<file path="src/rtl/anita3_pkg.sv">
// Shared types and constants for the ANITA-3 digitize/clear controller.
// Buffer indices are 2 bits wide, so exactly four hold buffers exist.
package anita3_pkg;

  localparam int BUF_IDX_W = 2;
  localparam int NBUF      = 4;

  typedef logic [BUF_IDX_W-1:0] buf_idx_t;

  typedef enum logic [2:0] {
    ST_IDLE,
    ST_LOAD,
    ST_REQ,
    ST_CLEAR,
    ST_HOLDOFF
  } state_e;

endpackage

</file>
<file path="src/rtl/anita3_idx_fifo.sv">
// Four-entry FIFO of buffer indices holding digitize requests in arrival order.
// A simultaneous push and pop are both honoured.
module anita3_idx_fifo
  import anita3_pkg::*;
(
  input  logic       clk_i,
  input  logic       rst_i,
  input  logic       push_i,
  input  buf_idx_t   push_idx_i,
  input  logic       pop_i,
  output buf_idx_t   head_o,
  output logic [2:0] count_o,
  output logic       empty_o
);

  buf_idx_t            mem_q [NBUF];
  logic [BUF_IDX_W-1:0] wr_ptr_q, rd_ptr_q;
  logic [2:0]          count_q, count_d;
  logic                push_ok, pop_ok;

  assign push_ok = push_i && (count_q != 3'(NBUF));
  assign pop_ok  = pop_i  && (count_q != 3'd0);
  assign count_d = count_q + {2'b00, push_ok} - {2'b00, pop_ok};

  // NOTE: the storage array is deliberately not reset; validity is defined
  // by the pointers and count alone, which keeps the array a plain RAM.
  always_ff @(posedge clk_i) begin
    if (push_ok) mem_q[wr_ptr_q] <= push_idx_i;
  end

  // NOTE: sequential state uses non-blocking assignments so every register
  // samples pre-edge values regardless of statement order.
  always_ff @(posedge clk_i) begin
    if (rst_i) begin
      wr_ptr_q <= '0;
      rd_ptr_q <= '0;
      count_q  <= '0;
    end else begin
      if (push_ok) wr_ptr_q <= wr_ptr_q + 1'b1;
      if (pop_ok)  rd_ptr_q <= rd_ptr_q + 1'b1;
      count_q <= count_d;
    end
  end

  assign head_o  = mem_q[rd_ptr_q];
  assign count_o = count_q;
  assign empty_o = (count_q == 3'd0);

endmodule

</file>
<file path="src/rtl/anita3_digitize_clear_ctrl.sv">
// Queues digitize requests, runs the readout request/done handshake per buffer
// and hands each buffer back to the manager with a one-cycle clear pulse.
module anita3_digitize_clear_ctrl
  import anita3_pkg::*;
#(
  parameter int TIMEOUT_CYCLES = 65535,
  parameter int HOLDOFF_CYCLES = 4
) (
  input  logic       clk250_i,
  input  logic       rst_i,
  input  logic       digitize_i,
  input  buf_idx_t   digitize_buffer_i,
  output logic       readout_req_o,
  output buf_idx_t   readout_buffer_o,
  input  logic       readout_done_i,
  output logic       clear_o,
  output buf_idx_t   clear_buffer_o,
  output logic       busy_o,
  output logic [2:0] pending_o,
  output logic [7:0] timeout_count_o,
  output logic       dup_err_o
);

  localparam int TO_W = (TIMEOUT_CYCLES > 2) ? $clog2(TIMEOUT_CYCLES) : 1;
  localparam int HO_W = (HOLDOFF_CYCLES > 1) ? $clog2(HOLDOFF_CYCLES) : 1;
  // The forced clear fires on the edge where the counter's next value reaches
  // TIMEOUT_CYCLES-1, so the request never stays up longer than TIMEOUT_CYCLES.
  localparam logic [TO_W-1:0] TO_LAST = TO_W'(TIMEOUT_CYCLES - 2);
  localparam logic [HO_W-1:0] HO_LAST = HO_W'(HOLDOFF_CYCLES - 1);

  state_e          state_q;
  logic            req_q, clear_q, dup_err_q;
  buf_idx_t        buf_q, clear_buf_q;
  logic [TO_W-1:0] to_cnt_q;
  logic [HO_W-1:0] hold_cnt_q;
  logic [7:0]      timeout_count_q;
  logic [NBUF-1:0] mask_q, mask_d;

  logic       accept, dup, pop, fifo_empty;
  buf_idx_t   fifo_head;
  logic [2:0] fifo_count;

  assign accept = digitize_i && !mask_q[digitize_buffer_i];
  assign dup    = digitize_i &&  mask_q[digitize_buffer_i];
  assign pop    = (state_q == ST_IDLE) && !fifo_empty;

  anita3_idx_fifo u_fifo (
    .clk_i      (clk250_i),
    .rst_i      (rst_i),
    .push_i     (accept),
    .push_idx_i (digitize_buffer_i),
    .pop_i      (pop),
    .head_o     (fifo_head),
    .count_o    (fifo_count),
    .empty_o    (fifo_empty)
  );

  // Mask clears at the end of the clear_o cycle, so a same-cycle digitize of
  // that buffer still compares against the set bit and counts as a duplicate.
  // NOTE: the default assignment first guarantees no latch is inferred.
  always_comb begin
    mask_d = mask_q;
    if (clear_q) mask_d[clear_buf_q] = 1'b0;
    if (accept)  mask_d[digitize_buffer_i] = 1'b1;
  end

  always_ff @(posedge clk250_i) begin
    if (rst_i) begin
      mask_q    <= '0;
      dup_err_q <= 1'b0;
    end else begin
      mask_q <= mask_d;
      if (dup) dup_err_q <= 1'b1;
    end
  end

  always_ff @(posedge clk250_i) begin
    if (rst_i) begin
      state_q         <= ST_IDLE;
      req_q           <= 1'b0;
      clear_q         <= 1'b0;
      buf_q           <= '0;
      clear_buf_q     <= '0;
      to_cnt_q        <= '0;
      hold_cnt_q      <= '0;
      timeout_count_q <= '0;
    end else begin
      clear_q <= 1'b0;
      case (state_q)
        ST_IDLE: begin
          if (!fifo_empty) begin
            buf_q   <= fifo_head;
            state_q <= ST_LOAD;
          end
        end
        ST_LOAD: begin
          req_q    <= 1'b1;
          to_cnt_q <= '0;
          state_q  <= ST_REQ;
        end
        ST_REQ: begin
          if (readout_done_i) begin
            req_q   <= 1'b0;
            state_q <= ST_CLEAR;
          end else if (to_cnt_q == TO_LAST) begin
            req_q   <= 1'b0;
            state_q <= ST_CLEAR;
            if (timeout_count_q != 8'hFF) timeout_count_q <= timeout_count_q + 8'd1;
          end else begin
            to_cnt_q <= to_cnt_q + 1'b1;
          end
        end
        ST_CLEAR: begin
          clear_q     <= 1'b1;
          clear_buf_q <= buf_q;
          hold_cnt_q  <= '0;
          state_q     <= (HOLDOFF_CYCLES == 0) ? ST_IDLE : ST_HOLDOFF;
        end
        ST_HOLDOFF: begin
          if (hold_cnt_q == HO_LAST) state_q <= ST_IDLE;
          else                       hold_cnt_q <= hold_cnt_q + 1'b1;
        end
        default: state_q <= ST_IDLE;
      endcase
    end
  end

  assign readout_req_o    = req_q;
  assign readout_buffer_o = buf_q;
  assign clear_o          = clear_q;
  assign clear_buffer_o   = clear_buf_q;
  assign busy_o           = !fifo_empty || (state_q != ST_IDLE);
  assign pending_o        = fifo_count;
  assign timeout_count_o  = timeout_count_q;
  assign dup_err_o        = dup_err_q;

endmodule

</file>
<file path="config.mk">
export PLATFORM = sky130hd
export DESIGN_NAME = anita3_digitize_clear_ctrl
export DESIGN_NICKNAME = d
export VERILOG_FILES = /design/src/rtl/anita3_pkg.sv /design/src/rtl/anita3_idx_fifo.sv /design/src/rtl/anita3_digitize_clear_ctrl.sv
export SDC_FILE = /design/constraint.sdc
export NUM_CORES = 1
export LEC_CHECK = 0
export ABC_AREA = 1
export BUFFER_PORTS_ARGS = -buffer_cell sky130_fd_sc_hd__buf_2
export CAP_MARGIN = 20
export CORE_ASPECT_RATIO = 1.75
export CORE_UTILIZATION = 31
export CTS_BUF_LIST = sky130_fd_sc_hd__clkbuf_8
export DETAILED_ROUTE_END_ITERATION = 7
export MAX_ROUTING_LAYER = met4
export PLACE_DENSITY = 0.43
export SETUP_SLACK_MARGIN = 0.5
export SLEW_MARGIN = 20
export SYNTH_ARGS = -nofsm -noshare
export SYNTH_HDL_FRONTEND = slang
export SYNTH_SLANG_ARGS = --single-unit
</file>
<file path="constraint.sdc">
create_clock -name clk250_i -period 2.3 [get_ports clk250_i]
set_input_delay 0.46 -clock clk250_i [delete_from_list [all_inputs] [get_ports clk250_i]]
set_output_delay 0.46 -clock clk250_i [all_outputs]
set_load 0.01 [all_outputs]
</file>
==> impl_metrics.json, run 1 <==
{
  "outcome": "completed",
  "ys_ff_latch": 55,
  "clockPowerShare": 0.198,
  "drv_slew": 0,
  "tritoncts": "done",
  "syn-num-nets": 429,
  "syn_avg_cell_area_um2": 7.23,
  "cts_buffer_depth": 2,
  "hold_buffers": 0,
  "rows": 47,
  "num_antenna_cells": 0,
  "power_w": 0.00285,
  "multi_input_area_um2": 1590,
  "clock_skew_ps": 5.08,
  "avgViaCountPerCell": 4.80,
  "pwr-share-seq": 0.430,
  "layout_commonest_cell": "nand2_1",
  "antenna_found_initial": 0,
  "reg2reg_from": "u_fifo.count_o[2]",
  "grt_pass1_wl_mm": 12.8,
  "cpPeakStageDelay_ps": 350,
  "p_sw_w": 0.00113,
  "slowest_stage": "dfxtp_4",
  "power_density_nw_per_um2": 831,
  "grt_max_degree": 30,
  "clock-root-buffer": "clkbuf_8",
  "path_class": "reg -> reg",
  "r2r_end": "u_fifo.count_o[2]",
  "setup_viol": 0,
  "hold_viol": 0,
  "start_util": 0.316,
  "tightest_slew_ps": 390,
  "irDropWorstVdd_v": 0.000402,
  "fill_cells": 1041,
  "cts_made_buffers": 5,
  "register_area_um2": 1190,
  "synth_fa_ha_area_frac": 0.0487,
  "first_global_vias": 2551,
  "period_minus_slack_ps": 1920,
  "clock_sinks": 55,
  "clk_pin_slew_ps": 110,
  "place_congestion": 0.868,
  "synth_xor_area_frac": 0.0176,
  "switching_share": 0.396,
  "path_delay_family": "adder cells",
  "finalWirelength_mm": 7.96,
  "crit_buf_inv": 2,
  "htree_levels": 2,
  "track_usage": 0.170,
  "synth_cell_types": 31,
  "crit_required_ps": 2550,
  "whs_path_depth": 1,
  "detailed_place_hpwl_mm": 6.01,
  "critPathCaptureType": "register",
  "combPwrFrac": 0.372,
  "io_pins": 25,
  "path_cells": "nand3b_1, nand4_1, inv_2, ha_4, inv_2, ha_4, fa_2, or2_4, a21oi_2",
  "placed_cell_area_um2": 3300,
  "layout.nets": 461,
  "min_to": "u_fifo.mem_q[2][1]",
  "port_buffers": 24,
  "core_um2": 9410,
  "fin_crit_sh": 0.833,
  "clk_latency_ps": 320,
  "finalInstanceArea_um2": 3430,
  "synth_compound_gate_area_share": 0.120,
  "mostFrequentLayoutCells": "81 x nand2_1, 50 x inv_1, 50 x nor2_1, 42 x dfxtp_1, 32 x a21oi_1",
  "post_drt_wl_per_cell_um": 14.0,
  "drc_errors": 0,
  "fmax_ghz": 0.522,
  "drive_gt1_frac": 0.207,
  "synth_top_family_by_area": "simple AND/OR/NAND/NOR gates",
  "die_x_um": 76.1,
  "syn_inst": 412,
  "rsz0062_at_grt": "yes",
  "start_kind": "register",
  "drv_cap": 0,
  "ys_seq_area_frac": 0.397,
  "hold_path_class": "in -> reg",
  "synth.area.mux_share": 0,
  "grt_overflow": 0,
  "utilization": 0.365,
  "r2r_setup_slack_ps": 380,
  "dpl.cell_count": 555,
  "drt_pre_antenna_iters": 6,
  "area_delta_synth_final_pct": 15.3,
  "vias": 2720,
  "syn_area_um2": 2980,
  "intPower_w": 0.00173,
  "die_h_um": 132,
  "critPathMaxFanout": 2,
  "postRouteAntennaNets": 0,
  "drt-initial-drc-count": 88,
  "fin_cells": 567,
  "r2r_cells": 9,
  "yosys.area_share.simple": 0.328,
  "yosys_warnings": 0,
  "relSlewSlack": 0.740,
  "p_leak_nw": 1.34,
  "dieArea_um2": 10000,
  "tns_ps": 0,
  "worstHoldStart": "digitize_buffer_i[1]",
  "arrival_ps": 2170
}
stage by stage:
stage          setup slack, ps  hold WS [ps]
3_5_place_dp               162           456
5_1_grt                    310           433
4_1_cts                    385           428
2_1_floorplan              420           447
3_3_place_gp               228           436
6_report                   384           434
how the worst max path moves through the flow:
stage                         start           endpoint  slack [ps]  depth (start not counted)
2_1_floorplan     u_fifo.count_o[2]  u_fifo.count_o[2]         420                          9
3_3_place_gp   digitize_buffer_i[0]  u_fifo.count_o[2]         230                         11
3_5_place_dp   digitize_buffer_i[0]  u_fifo.count_o[2]         160                         11
4_1_cts           u_fifo.count_o[2]  u_fifo.count_o[2]         390                          9
5_1_grt           u_fifo.count_o[2]  u_fifo.count_o[2]         310                          9
6_report          u_fifo.count_o[2]  u_fifo.count_o[2]         380                          9
what timing repair did:
action / in CTS / in global routing
buffers inserted: 3 / 1
pin swaps: 2 / 0
gates resized for setup: 2 / 4
setup endpoints to repair: 7 / 12
cell type report:
class | instances | share of cell area
Clock buffer | 5 | 0.0200
Clock inverter | 3 | 0.00583
Inverter | 61 | 0.0674
Multi-Input combinational cell | 289 | 0.463
Sequential cell | 55 | 0.347
Tap cell | 122 | 0.0445
Timing Repair Buffer | 32 | 0.0525
flip-flops by register name, indices dropped and copies added (netlist names):
register and count:
u_fifo.count_o 3, dup_err_o 1, state_q 3, u_fifo.wr_ptr_q 2, clear_buffer_o 2, to_cnt_q 16, readout_buffer_o 2, timeout_count_o 8
readout_req_o 1, hold_cnt_q 2, u_fifo.mem_q 8, u_fifo.rd_ptr_q 2, mask_q 4, clear_o 1
synthesized netlist by cell type:
cell / number / share of area
nor2_2: 5 / 0.011
nand2_1: 83 / 0.10
fa_1: 1 / 0.0067
xor2_1: 4 / 0.012
inv_2: 7 / 0.0088
a21oi_2: 6 / 0.018
nand3_2: 2 / 0.0067
edfxtp_1: 8 / 0.081
nand3b_1: 2 / 0.0050
nand3_4: 3 / 0.018
buf_6: 1 / 0.0038
buf_2: 1 / 0.0017
ha_1: 10 / 0.042
o21bai_1: 1 / 0.0025
nor3_1: 4 / 0.0067
clkbuf_2: 1 / 0.0017
a31oi_1: 2 / 0.0042
clkbuf_1: 4 / 0.0050
nor4_1: 1 / 0.0021
nand4_1: 19 / 0.040
inv_1: 54 / 0.068
o21ai_0: 21 / 0.035
nor2_4: 3 / 0.011
xnor2_1: 2 / 0.0059
nand3_1: 25 / 0.042
dfxtp_1: 47 / 0.32
nor2_1: 51 / 0.064
a21oi_1: 35 / 0.059
or2_2: 5 / 0.011
o21ai_1: 1 / 0.0017
nand2_2: 3 / 0.0063
cell families after synthesis:
family / Yosys count
buffers and inverters: 68
and+or+nand+nor: 206
xor gates and xnor gates: 6
adders and majority gates: 11
AOI/OAI and AO/OA: 66
DFF: 55
power by group through the flow:
stage / clock network [W] / registers, W / logic [W]
2_1_floorplan: 0 / 0.00124 / 0.000744
3_3_place_gp: 0 / 0.00125 / 0.00101
3_5_place_dp: 0 / 0.00125 / 0.00102
4_1_cts: 0.000600 / 0.00123 / 0.00108
5_1_grt: 0.000620 / 0.00124 / 0.00123
6_report: 0.000566 / 0.00123 / 0.00106
metal layers:
layer / vias up / part of all wire / track usage
met5: - / 0 / -
met4: 0 / 0.022 / 0.0630
met3: 12 / 0.023 / 0.0229
met2: 35 / 0.57 / 0.329
met1: 1269 / 0.38 / 0.168
li1: 1404 / - / -
(Power assumes the default switching activity.)
==> run 2: changes to the inputs <==
Settings changed: PLACE_DENSITY 0.43 to 0.45.
Clock period 2.3 ns to 1.63 ns, I/O delays scaled along.
==> impl_metrics.json, run 2 (synthesized netlist as in run 1, its figures left out) <==
{
  "outcome": "finished, violations left",
  "violations": "setup timing",
  "cts_buffer_depth": 2,
  "r2r_end": "u_fifo.count_o[2]",
  "finalWirelength_mm": 8.85,
  "hold_path_class": "in -> reg",
  "top_register": "to_cnt_q",
  "clock_sinks": 55,
  "drv_cap": 0,
  "clk_latency_ps": 320,
  "relSlewSlack": 0.711,
  "hold_viol": 0,
  "place_congestion": 0.780,
  "track_usage": 0.187,
  "postRouteAntennaNets": 0,
  "power_density_nw_per_um2": 1220,
  "cts_made_buffers": 5,
  "area_delta_synth_final_pct": 59.0,
  "drt-initial-drc-count": 130,
  "fill_cells": 933,
  "grt_max_degree": 30,
  "fin_ws_ps": -239,
  "tightest_slew_ps": 434,
  "antenna_found_initial": 0,
  "port_buffers": 24,
  "core_um2": 9410,
  "critPathMaxFanout": 2,
  "fin_hold_ws_ps": 345,
  "vias": 3040,
  "mostFrequentLayoutCells": "57 x nand2_1, 57 x buf_4, 46 x buf_6, 41 x inv_1, 41 x nor2_1",
  "io_pins": 25,
  "slowest_stage": "dfxtp_4",
  "fmax_ghz": 0.535,
  "drt_pre_antenna_iters": 4,
  "path_delay_family": "adder cells",
  "power_w": 0.00576,
  "avgViaCountPerCell": 4.70,
  "tritoncts": "done",
  "drv_slew": 0,
  "arrival_ps": 2130,
  "multi_input_area_um2": 1970,
  "drive_gt1_frac": 0.516,
  "clk_pin_slew_ps": 110,
  "layout.nets": 541,
  "register_area_um2": 1260,
  "rows": 47,
  "path_class": "reg -> reg",
  "first_global_vias": 3027,
  "fin_crit_sh": 1.15,
  "crit_buf_inv": 2,
  "die_h_um": 132,
  "p_leak_nw": 1.88,
  "r2r_setup_slack_ps": -240,
  "clock-root-buffer": "clkbuf_8",
  "worstHoldStart": "digitize_i",
  "dieArea_um2": 10000,
  "num_antenna_cells": 0,
  "min_to": "mask_q[2]",
  "critPathCaptureType": "register",
  "detailed_place_hpwl_mm": 6.04,
  "drc_errors": 0,
  "cpPeakStageDelay_ps": 350,
  "dp_slack_ps": -369,
  "largest_register_ff_count": 16,
  "clock_skew_ps": 6.36,
  "rsz0062_at_grt": "yes",
  "reg2reg_from": "u_fifo.count_o[2]",
  "path_cells": "nand3b_1, nand4_1, inv_2, ha_4, inv_2, ha_4, fa_2, or2_4, a21oi_2",
  "start_util": 0.316,
  "setup_viol": 3,
  "htree_levels": 2,
  "r2r_cells": 9,
  "whs_path_depth": 3,
  "period_minus_slack_ps": 1870,
  "start_kind": "register",
  "tns_ps": -648,
  "die_x_um": 76.1,
  "crit_required_ps": 1890,
  "post_drt_wl_per_cell_um": 13.7,
  "grt_overflow": 0,
  "grt_pass1_wl_mm": 14.3,
  "irDropWorstVdd_v": 0.00126
}
[run 2: changes by cell type in the layout (fill, tap and decap cells not counted), sizes merged]
cell / change
buf: +79
clkinv: -1
clkinvlp: +1
nor2: +1
[run 2: timing repair]
item,4_1_cts,5_1_grt
gates cloned,1,0
setup endpoints to repair,66,72
setup buffers,46,10
hold buffers,0,0
gates resized for setup,116,33
pin swaps,31,18
[run 2: routing by layer]
layer  vias to the layer above  global-route usage  routed length, um
met1                      1427               0.178               3220
met5                         -                   -                  0
met2                        31               0.372               5250
met4                         0              0.0748                232
met3                        14              0.0215                137
li1                       1568                   -                  -
[run 2: worst max path at each step]
stage                                     from                 to  slack, ps  depth (start not counted)
after global placement    digitize_buffer_i[0]  u_fifo.count_o[2]       -320                         10
after CTS                    u_fifo.count_o[2]  u_fifo.count_o[2]       -260                          9
after global routing         u_fifo.count_o[2]  u_fifo.count_o[2]       -300                          9
after detailed placement  digitize_buffer_i[0]  u_fifo.count_o[2]       -370                         10
final                        u_fifo.count_o[2]  u_fifo.count_o[2]       -240                          9
after floorplan              u_fifo.count_o[2]  u_fifo.count_o[2]       -250                          9
[run 2: cell type report]
type                    instances  share of cell area
multi-input cells             290               0.417
flip-flops and latches         55               0.266
repair buffers                111               0.213
inverters                      61              0.0531
well taps                     122              0.0322
clock buffers                   5              0.0145
clock inverters                 3             0.00423
[run 2: worst reg2reg max path: stages, from the launching register on]
cell      delay, ps
dfxtp_4         350
nand3b_1        160
nand4_1         120
inv_2            70
ha_4            260
inv_2            30
ha_4            140
fa_2            330
or2_4           230
a21oi_2         100
[run 2: stage by stage]
step,instances,area (um^2),util
global route,647,4740,0.503
CTS,637,4550,0.483
finish,647,4740,0.503
global placement,582,3680,0.391
floorplan,412,3220,-
detailed placement,582,3680,0.391
[run 2: where the power goes]
group / switching, W / internal [W]
combinational: 0.00149 / 0.00175
sequential: 0.000157 / 0.00157
clock: 0.000501 / 0.000301
